--- src/rtl/minmax_pkg.sv ---
// Shared types and default widths for the min/max burst sequencer.
// The compare core honours the MINMAX_SIGNED_EN build macro (signed samples).
package minmax_pkg;

  localparam int DATA_W_DEF = 4;
  localparam int CNT_W_DEF  = 8;

  typedef enum logic [1:0] {
    IDLE  = 2'd0,
    FIRST = 2'd1,
    RUN   = 2'd2,
    DONE  = 2'd3
  } state_t;

  typedef struct packed {
    logic eq;
    logic gt;
    logic lt;
  } cmp_t;

  // The sample carrying index cnt is the last one of a burst of length len.
  function automatic logic is_last(input logic [CNT_W_DEF-1:0] cnt,
                                   input logic [CNT_W_DEF-1:0] len);
    return cnt == len - 1'b1;
  endfunction

endpackage

--- src/rtl/cmp4_core.sv ---
// Combinational magnitude compare of a against b.
// The compare is signed when MINMAX_SIGNED_EN is defined, and unsigned otherwise.
module cmp4_core
  import minmax_pkg::*;
#(
  parameter int DATA_W = DATA_W_DEF
) (
  input  logic [DATA_W-1:0] a,
  input  logic [DATA_W-1:0] b,
  output cmp_t              res
);

`ifdef MINMAX_SIGNED_EN
  logic signed [DATA_W-1:0] a_s;
  logic signed [DATA_W-1:0] b_s;

  assign a_s    = $signed(a);
  assign b_s    = $signed(b);
  assign res.eq = (a_s == b_s);
  assign res.gt = (a_s >  b_s);
  assign res.lt = (a_s <  b_s);
`else
  assign res.eq = (a == b);
  assign res.gt = (a >  b);
  assign res.lt = (a <  b);
`endif

endmodule

--- src/rtl/minmax_seq_ctrl.sv ---
// Burst sequencer that tracks the running max and min of a sample stream, together with their indices.
// MINMAX_SIGNED_EN selects a two's-complement compare inside cmp4_core.
module minmax_seq_ctrl
  import minmax_pkg::*;
#(
  parameter int DATA_W = DATA_W_DEF,
  parameter int CNT_W  = CNT_W_DEF
) (
  input  logic              clk,
  input  logic              rst,
  input  logic              start,
  input  logic [CNT_W-1:0]  len,
  input  logic              in_valid,
  input  logic [DATA_W-1:0] in_data,
  output logic              in_ready,
  output logic              busy,
  output logic              done,
  output logic              empty,
  output logic              all_eq,
  output logic [DATA_W-1:0] max_val,
  output logic [DATA_W-1:0] min_val,
  output logic [CNT_W-1:0]  max_idx,
  output logic [CNT_W-1:0]  min_idx
);

  state_t           state;
  logic [CNT_W-1:0] cnt;
  logic [CNT_W-1:0] len_q;
  logic             xfer;
  logic             last;
  cmp_t             cmp_max;
  cmp_t             cmp_min;

  // in_ready is a registered copy of the state decode, so it never depends on in_valid.
  assign xfer = in_valid && in_ready;
  assign last = (cnt == len_q - 1'b1);

  cmp4_core #(.DATA_W(DATA_W)) u_cmp_max (
    .a   (in_data),
    .b   (max_val),
    .res (cmp_max)
  );

  cmp4_core #(.DATA_W(DATA_W)) u_cmp_min (
    .a   (in_data),
    .b   (min_val),
    .res (cmp_min)
  );

  // NOTE: sequential state uses non-blocking assignments only, so every register samples pre-edge values.
  always_ff @(posedge clk) begin
    if (rst) begin
      state    <= IDLE;
      cnt      <= '0;
      len_q    <= '0;
      in_ready <= 1'b0;
      busy     <= 1'b0;
      done     <= 1'b0;
      empty    <= 1'b0;
      all_eq   <= 1'b0;
      max_val  <= '0;
      min_val  <= '0;
      max_idx  <= '0;
      min_idx  <= '0;
    end else begin
      done <= 1'b0;
      case (state)
        IDLE: begin
          if (start) begin
            busy <= 1'b1;
            cnt  <= '0;
            if (len != '0) begin
              len_q    <= len;
              in_ready <= 1'b1;
              state    <= FIRST;
            end else begin
              state   <= DONE;
              done    <= 1'b1;
              empty   <= 1'b1;
              all_eq  <= 1'b0;
              max_val <= '0;
              min_val <= '0;
              max_idx <= '0;
              min_idx <= '0;
            end
          end
        end

        FIRST: begin
          if (xfer) begin
            max_val <= in_data;
            min_val <= in_data;
            max_idx <= '0;
            min_idx <= '0;
            all_eq  <= 1'b1;
            empty   <= 1'b0;
            cnt     <= CNT_W'(1);
            if (len_q == CNT_W'(1)) begin
              state    <= DONE;
              done     <= 1'b1;
              in_ready <= 1'b0;
            end else begin
              state <= RUN;
            end
          end
        end

        RUN: begin
          if (xfer) begin
            // Strict compares: on a tie the earlier index is kept.
            if (cmp_max.gt) begin
              max_val <= in_data;
              max_idx <= cnt;
            end
            if (cmp_min.lt) begin
              min_val <= in_data;
              min_idx <= cnt;
            end
            if (!cmp_max.eq) all_eq <= 1'b0;
            cnt <= cnt + 1'b1;
            if (last) begin
              state    <= DONE;
              done     <= 1'b1;
              in_ready <= 1'b0;
            end
          end
        end

        DONE: begin
          state <= IDLE;
          busy  <= 1'b0;
        end

        default: begin
          state    <= IDLE;
          busy     <= 1'b0;
          in_ready <= 1'b0;
        end
      endcase
    end
  end

endmodule

--- config.mk ---
export PLATFORM = sky130hd
export DESIGN_NAME = minmax_seq_ctrl
export DESIGN_NICKNAME = d
export VERILOG_FILES = /design/src/rtl/minmax_pkg.sv /design/src/rtl/cmp4_core.sv /design/src/rtl/minmax_seq_ctrl.sv
export SDC_FILE = /design/constraint.sdc
export NUM_CORES = 1
export LEC_CHECK = 0
export CORE_MARGIN = 1.5
export CORE_UTILIZATION = 53
export DETAILED_ROUTE_END_ITERATION = 16
export GPL_TIMING_DRIVEN = 0
export PLACE_DENSITY = 0.92
export SLEW_MARGIN = 20
export SYNTH_ARGS = -nofsm -noshare
export SYNTH_HDL_FRONTEND = slang
export SYNTH_SLANG_ARGS = --single-unit
--- constraint.sdc ---
create_clock -name clk -period 2.8 [get_ports clk]
set_clock_uncertainty 0.1 [all_clocks]
set_input_delay 0.42 -clock clk [delete_from_list [all_inputs] [get_ports clk]]
set_output_delay 0.42 -clock clk [all_outputs]
set_load 0.02 [all_outputs]
==> results of run 1 <==
==> state kept, by name (all words and copies together) (netlist names) <==
name,flops
min_val,4
min_idx,8
max_idx,8
all_eq,1
len_q,8
cnt,8
done,1
state,2
empty,1
max_val,4
in_ready,1
busy,1
==> per-layer routing <==
metal | share of wire, % | vias up | track usage [%]
met1 | 45 | 981 | 27.41
met2 | 49 | 75 | 38.99
met4 | 1.5 | 0 | 6.709
met3 | 5.3 | 13 | 6.111
met5 | 0 | - | 0
li1 | - | 1082 | -
==> cell type report <==
class                   count  area, sq um
flip-flops and latches     47        940.9
inverters                  14        52.55
clock buffers               5        68.82
multi-input cells         214         1524
well taps                  54        67.56
plain buffers              11        50.05
repair buffers             44        437.9
clock inverters             3        47.55
fillers                   389         1503
==> cell usage after synthesis (2+ instances only) <==
library cell and count:
a21o_1 3, ha_1 14, nor4_1 2, nand2b_1 22
mux2_2 2, inv_1 14, dfxtp_1 47, xor2_1 12
nand3_1 6, nor3_1 10, or4_4 2, nor2b_1 3
xnor2_1 5, and2_1 11, a21oi_1 7, nand2_1 9
and3_1 2, o21bai_1 3, clkbuf_1 9, mux2_1 4
a211oi_1 4, nor2_1 42, nand4_1 2, o21ai_0 3
mux2i_1 30
==> through the flow <==
stage | cell area, sq um | hold slack (ns) | util, %
6_report | 3189 | 0.3770 | 67.97
5_1_grt | 3189 | 0.3967 | 67.97
4_1_cts | 3176 | 0.3825 | 67.68
3_5_place_dp | 3059 | 0.3670 | 65.20
3_3_place_gp | 3059 | 0.3619 | 65.20
2_1_floorplan | 2561 | 0.4043 | -
==> path summary, 6_finish.rpt <==
| kind | cells past startpoint | endpoint | slack (ns) |
|---|---|---|---|
| worst max-delay path | 9 | max_val[0]$_SDFFE_PP0P_ | 0.28 |
| worst max register to register | 9 | max_val[0]$_SDFFE_PP0P_ | 0.28 |
| worst min register to register | 2 | min_idx[4]$_SDFFE_PP0P_ | 0.38 |
| worst min-delay path | 2 | min_idx[4]$_SDFFE_PP0P_ | 0.38 |
==> kinds of logic after synthesis <==
logic type                 synth area share [%]
and+or+nand+nor                           23.84
DFF                                       36.74
muxes                                     14.36
AOI/OAI and AO/OA                         8.403
buffers and inverters                     4.006
xor gates and xnor gates                  5.813
adders and majority gates                 6.839
==> critical path: stages, from the launching register on <==
cell       delay (ns)
dfxtp_1          0.42
inv_1            0.10
ha_1             0.32
a2bb2oi_1        0.21
nor3_4           0.24
o21ai_2          0.11
a311oi_2         0.36
buf_6            0.24
mux2i_1          0.24
nor2_1           0.06
==> report_power, final <==
| part | switching [mW] | total, mW | leakage, nW | internal [mW] |
|---|---|---|---|---|
| logic | 0.447 | 0.824 | 0.824 | 0.377 |
| registers | 0.0584 | 0.780 | 0.381 | 0.721 |
| clock network | 0.257 | 0.528 | 0.0587 | 0.271 |
| total | 0.763 | 2.13 | 1.26 | 1.37 |
==> what timing repair did <==
action | in CTS | in global routing
hold endpoints to repair | 0 | 0
gates resized for setup | 0 | 1
setup endpoints to repair | 0 | 12
buffers inserted | 0 | 1
==> impl_metrics.csv, run 1 <==
group,metric,value,unit
die,design.die.area,5258,sq um
min_path,holdCritPathClass,"flop to flop",
yosys,syn_avg_cell_area,8.955,sq um
placement,placed_cells,383,
placement,place_worst_setup_slack,0.008946,ns
layout,layout_commonest_cell,"dfxtp_1",
job,maxCapViolCount,0,
grt,grt_pass1_vias,2092,
power,leakage,1.263,nW
die,coreArea,4692,sq um
timing,final_period_minus_worst_setup_slack,2.518,ns
routing,wire_per_inst,13.70,microns
routing,detail_route.drc_violations,0,
critical_path,worst_setup_path_startpoint,"state[0]$_SDFFE_PP0P_",
critical_path,timing.critical_path.required,2.90,ns
power,max_vdd_drop,520.8,uV
critical_path,crit_type,"flop to flop",
yosys,ys_async_sr_fraction,0,%
routing,drt.antenna.violating_nets,0,
layout,layout-drive-gt1-share,5.917,%
die,ioPinCount,45,
yosys,synth_enable_flop_cells,0,
timing,worstMarginPinSlew,0.8244,ns
routing,drt-pass1-iter-count,4,
die,row_count,25,
min_path,holdCritStartpoint,"min_idx[4]$_SDFFE_PP0P_",
die,die-width,72.52,microns
yosys,yosysTopAreaCell,"dfxtp_1",
power,power_density,668.6,nW/um^2
timing,final_hold_viol_count,0,
timing,tns,0,ns
cts,cts-root-buf,"clkbuf_8",
yosys,synthesis.area,2561,sq um
timing,final_critical_path_setup_slack,0.2824,ns
yosys,synth-seq-cells,47,
yosys,yosysWarnings,0,
die,initial_utilization,54.59,%
cts,clock_insertion_delay_worst_skew,0.32,ns
cts,clk_transition_reported_paths,0.10,ns
layout,final_net_count,367,
yosys,synth.lib_cells_used.distinct,43,
yosys,synth_seq_area_share,36.74,%
timing,drv_slew,0,
grt,number_of_antenna_violations_at_the_first_check_in_global_routing,0,
yosys,synthFlopType,"dfxtp_1",
yosys,post_synth_main_area_contributors,"dfxtp_1 (37%), mux2i_1 (12%), ha_1 (6.8%), nor2_1 (6.2%), nand2b_1 (5.4%)",
routing,dr_total_vias,2151,
critical_path,startpoint_type,"flop",
cts,tritoncts_clock_tree,"yes",
timing,slew-limit-headroom,44.84,%
placement,gp_congestion,0.8248,
grt,wire_length_of_the_first_global_routing_pass,9266,microns
status,run_status,"completed",
grt,grt_max_degree,17,
timing,timing.final.crit_share,89.92,%
yosys,syn-num-nets,316,
grt,gr-total-overflow,0,
timing,grt_setup_unrepaired,"false",
cts,clock_path_buffers,2,
placement,buffer_ports.inserted,43,
die,die_boundary_height,72.52,microns
placement,dp_hpwl,4095,microns
power,total_design_power,2.133,mW
layout,count_of_non_filler_cells_in_the_finished_layout,392,
timing,max_freq,0.3972,GHz
critical_path,arrival,2.62,ns
yosys,postSynthCellCount,286,
routing,first_iter_violations,85,
yosys,synth_top_cell_area_share,36.74,%
critical_path,critPathCaptureType,"flop",
cts,clock_sinks,47,
cts,cts_buffers,5,
cts,cts-htree-levels,2,
cts,holdBufCountCts,0,
timing,finalSetupViolations,0,
critical_path,regToRegStartpoint,"state[0]$_SDFFE_PP0P_",
layout,layout-area-overhead-vs-synth,24.52,%
layout,antenna_cells_inserted,0,
layout,final_cell_mix,"dfxtp_1 (47), clkdlybuf4s50_1 (43), nor2_1 (42)",
routing,detailed_route_vias_per_instance,5.487,
grt,grt.total_usage,22.54,%
routing,route.final.wire_length,5371,microns
critical_path,critical_path_peak_fanout,10,
Note: power is estimated with default switching activity, not from simulation.
==> run 2, diff against run 1 <==
GPL_TIMING_DRIVEN = unset   (was 0)
==> impl_metrics.csv, run 2 (synthesis gave the netlist of run 1 again) <==
group,metric,value,unit
min_path,holdCritPathClass,"flop to flop",
routing,detail_route.drc_violations,0,
die,row_count,25,
placement,place_worst_setup_slack,-0.05596,ns
critical_path,arrival,2.73,ns
cts,post_cts_resized,0,
critical_path,crit_type,"input port to flop",
timing,worstMarginPinSlew,0.5235,ns
cts,clk_transition_reported_paths,0.09,ns
die,die-width,72.52,microns
layout,layout_commonest_cell,"dfxtp_1",
placement,gp_congestion,0.8751,
cts,post-cts-setup-buffer-count,0,
cts,cts_buffers,5,
critical_path,setup_slack_reg_to_reg,0.39,ns
layout,num-fill-cells,377,
timing,final_hold_viol_count,0,
timing,final_critical_path_setup_slack,0.2114,ns
status,run_status,"completed",
power,max_vdd_drop,633.9,uV
timing,slew-limit-headroom,64.20,%
timing,final_period_minus_worst_setup_slack,2.589,ns
routing,drt.antenna.violating_nets,0,
placement,buffer_ports.inserted,44,
timing,timing.final.crit_share,92.45,%
cts,clock_path_buffers,2,
timing,tns,0,ns
cts,tritoncts_clock_tree,"yes",
critical_path,cp_slowest_stage_delay,0.52,ns
routing,dr_total_vias,2117,
power,power_density,684.8,nW/um^2
grt,grt_max_degree,56,
routing,drt-pass1-iter-count,4,
cts,cts-htree-levels,2,
grt,wire_length_of_the_first_global_routing_pass,9273,microns
routing,first_iter_violations,92,
timing,max_freq,0.3863,GHz
placement,dpl-instance-area,3079,sq um
cts,clock_insertion_delay_worst_skew,0.31,ns
die,initial_utilization,54.59,%
critical_path,crit_path_cell_trace,"clkdlybuf4s50_1, ha_1, a21oi_1, nor2b_1, a2111oi_0, a311oi_2, buf_4, mux2_1, nor2_1",
die,ioPinCount,45,
job,maxCapViolCount,0,
grt,grt_pass1_vias,2005,
grt,number_of_antenna_violations_at_the_first_check_in_global_routing,0,
critical_path,critical_path_peak_fanout,4,
layout,final_net_count,364,
layout,layout-drive-gt1-share,7.463,%
grt,gr-total-overflow,0,
critical_path,worst_path_max_delay_cell,"a2111oi_0",
cts,holdBufCountCts,0,
power,leakage,1.288,nW
timing,finalSetupViolations,0,
critical_path,timing.critical_path.required,2.94,ns
die,coreArea,4692,sq um
placement,dp_hpwl,3915,microns
layout,final_design_area_no_fill,3216,sq um
cts,clock_sinks,47,
critical_path,startpoint_type,"input port",
grt,grt.total_usage,22.66,%
layout,final_cell_mix,"dfxtp_1 (47), clkdlybuf4s50_1 (44), nor2_1 (42)",
layout,antenna_cells_inserted,0,
die,die_boundary_height,72.52,microns
routing,route.final.wire_length,5529,microns
die,design.die.area,5258,sq um
routing,detailed_route_vias_per_instance,5.442,
cts,cts-root-buf,"clkbuf_8",
routing,wire_per_inst,14.21,microns
timing,grt_setup_unrepaired,"false",
critical_path,critPathCaptureType,"flop",
timing,drv_slew,0,
layout,layout-area-overhead-vs-synth,25.55,%
run 2: cell count changes in the layout (fill, tap and decap cells not counted), sizes merged:
| cell | change |
|---|---|
| clkbuf | -9 |
| buf | +5 |
| bufinv | +1 |
| clkdlybuf4s50 | +1 |
| clkinv | -1 |
| clkinvlp | +1 |
| inv | -1 |
run 2: path summary, 6_finish.rpt:
path                           start                      end  depth (start not counted)
max                       in_data[2]  max_val[1]$_SDFFE_PP0P_                          9
max reg2reg    state[0]$_SDFFE_PP0P_  max_val[0]$_SDFFE_PP0P_                          9
min reg2reg  min_idx[4]$_SDFFE_PP0P_  min_idx[4]$_SDFFE_PP0P_                          2
min          min_idx[4]$_SDFFE_PP0P_  min_idx[4]$_SDFFE_PP0P_                          2
run 2: per-layer routing:
layer / part of all wire (%) / routed length [microns] / up-vias / track usage (%)
li1: - / - / 1070 / -
met1: 45 / 2499 / 970 / 28.46
met2: 48 / 2664 / 67 / 38.99
met3: 5.1 / 282 / 10 / 4.861
met4: 1.5 / 83 / 0 / 6.918
met5: 0 / 0 / - / 0
run 2: layout make-up:
type / count / area (sq um) / share of cell area, %
timing repair buffer: 52 / 500.5 / 15.56
tap: 54 / 67.56 / 2.101
sequential: 47 / 940.9 / 29.26
clock buffer: 5 / 68.82 / 2.140
inverter: 14 / 52.55 / 1.634
clock inverter: 3 / 67.56 / 2.101
multi-input combinational: 214 / 1518 / 47.20
run 2: per-stage QoR:
| stage | total power, mW | hold WS [ns] | cells | utilization [%] |
|---|---|---|---|---|
| 6_report | 2.202 | 0.3786 | 389 | 68.53 |
| 5_1_grt | 2.325 | 0.3971 | 389 | 68.53 |
| 3_5_place_dp | 1.602 | 0.3673 | 381 | 65.63 |
| 2_1_floorplan | 1.383 | 0.4043 | 286 | - |
| 4_1_cts | 2.199 | 0.3821 | 389 | 68.53 |
| 3_3_place_gp | 1.574 | 0.3639 | 381 | 65.63 |
run 2: critical path, delay by kind of cell:
| family | cells | cell delay (ns) |
|---|---|---|
| buffers and inverters | 2 | 0.64 |
| AOI/OAI and AO/OA | 3 | 0.85 |
| muxes | 1 | 0.30 |
| and+or+nand+nor | 2 | 0.18 |
| adders and majority gates | 1 | 0.34 |
run 2: power breakdown:
part,switching [mW],internal [mW]
clock network,0.243,0.356
registers,0.0559,0.721
logic,0.443,0.383
==> run 3, diff against run 2 <==
SKIP_LAST_GASP = 1   (was unset)
==> results of run 3 <==
Final layout, timing and power as in run 2 (identical DEF).
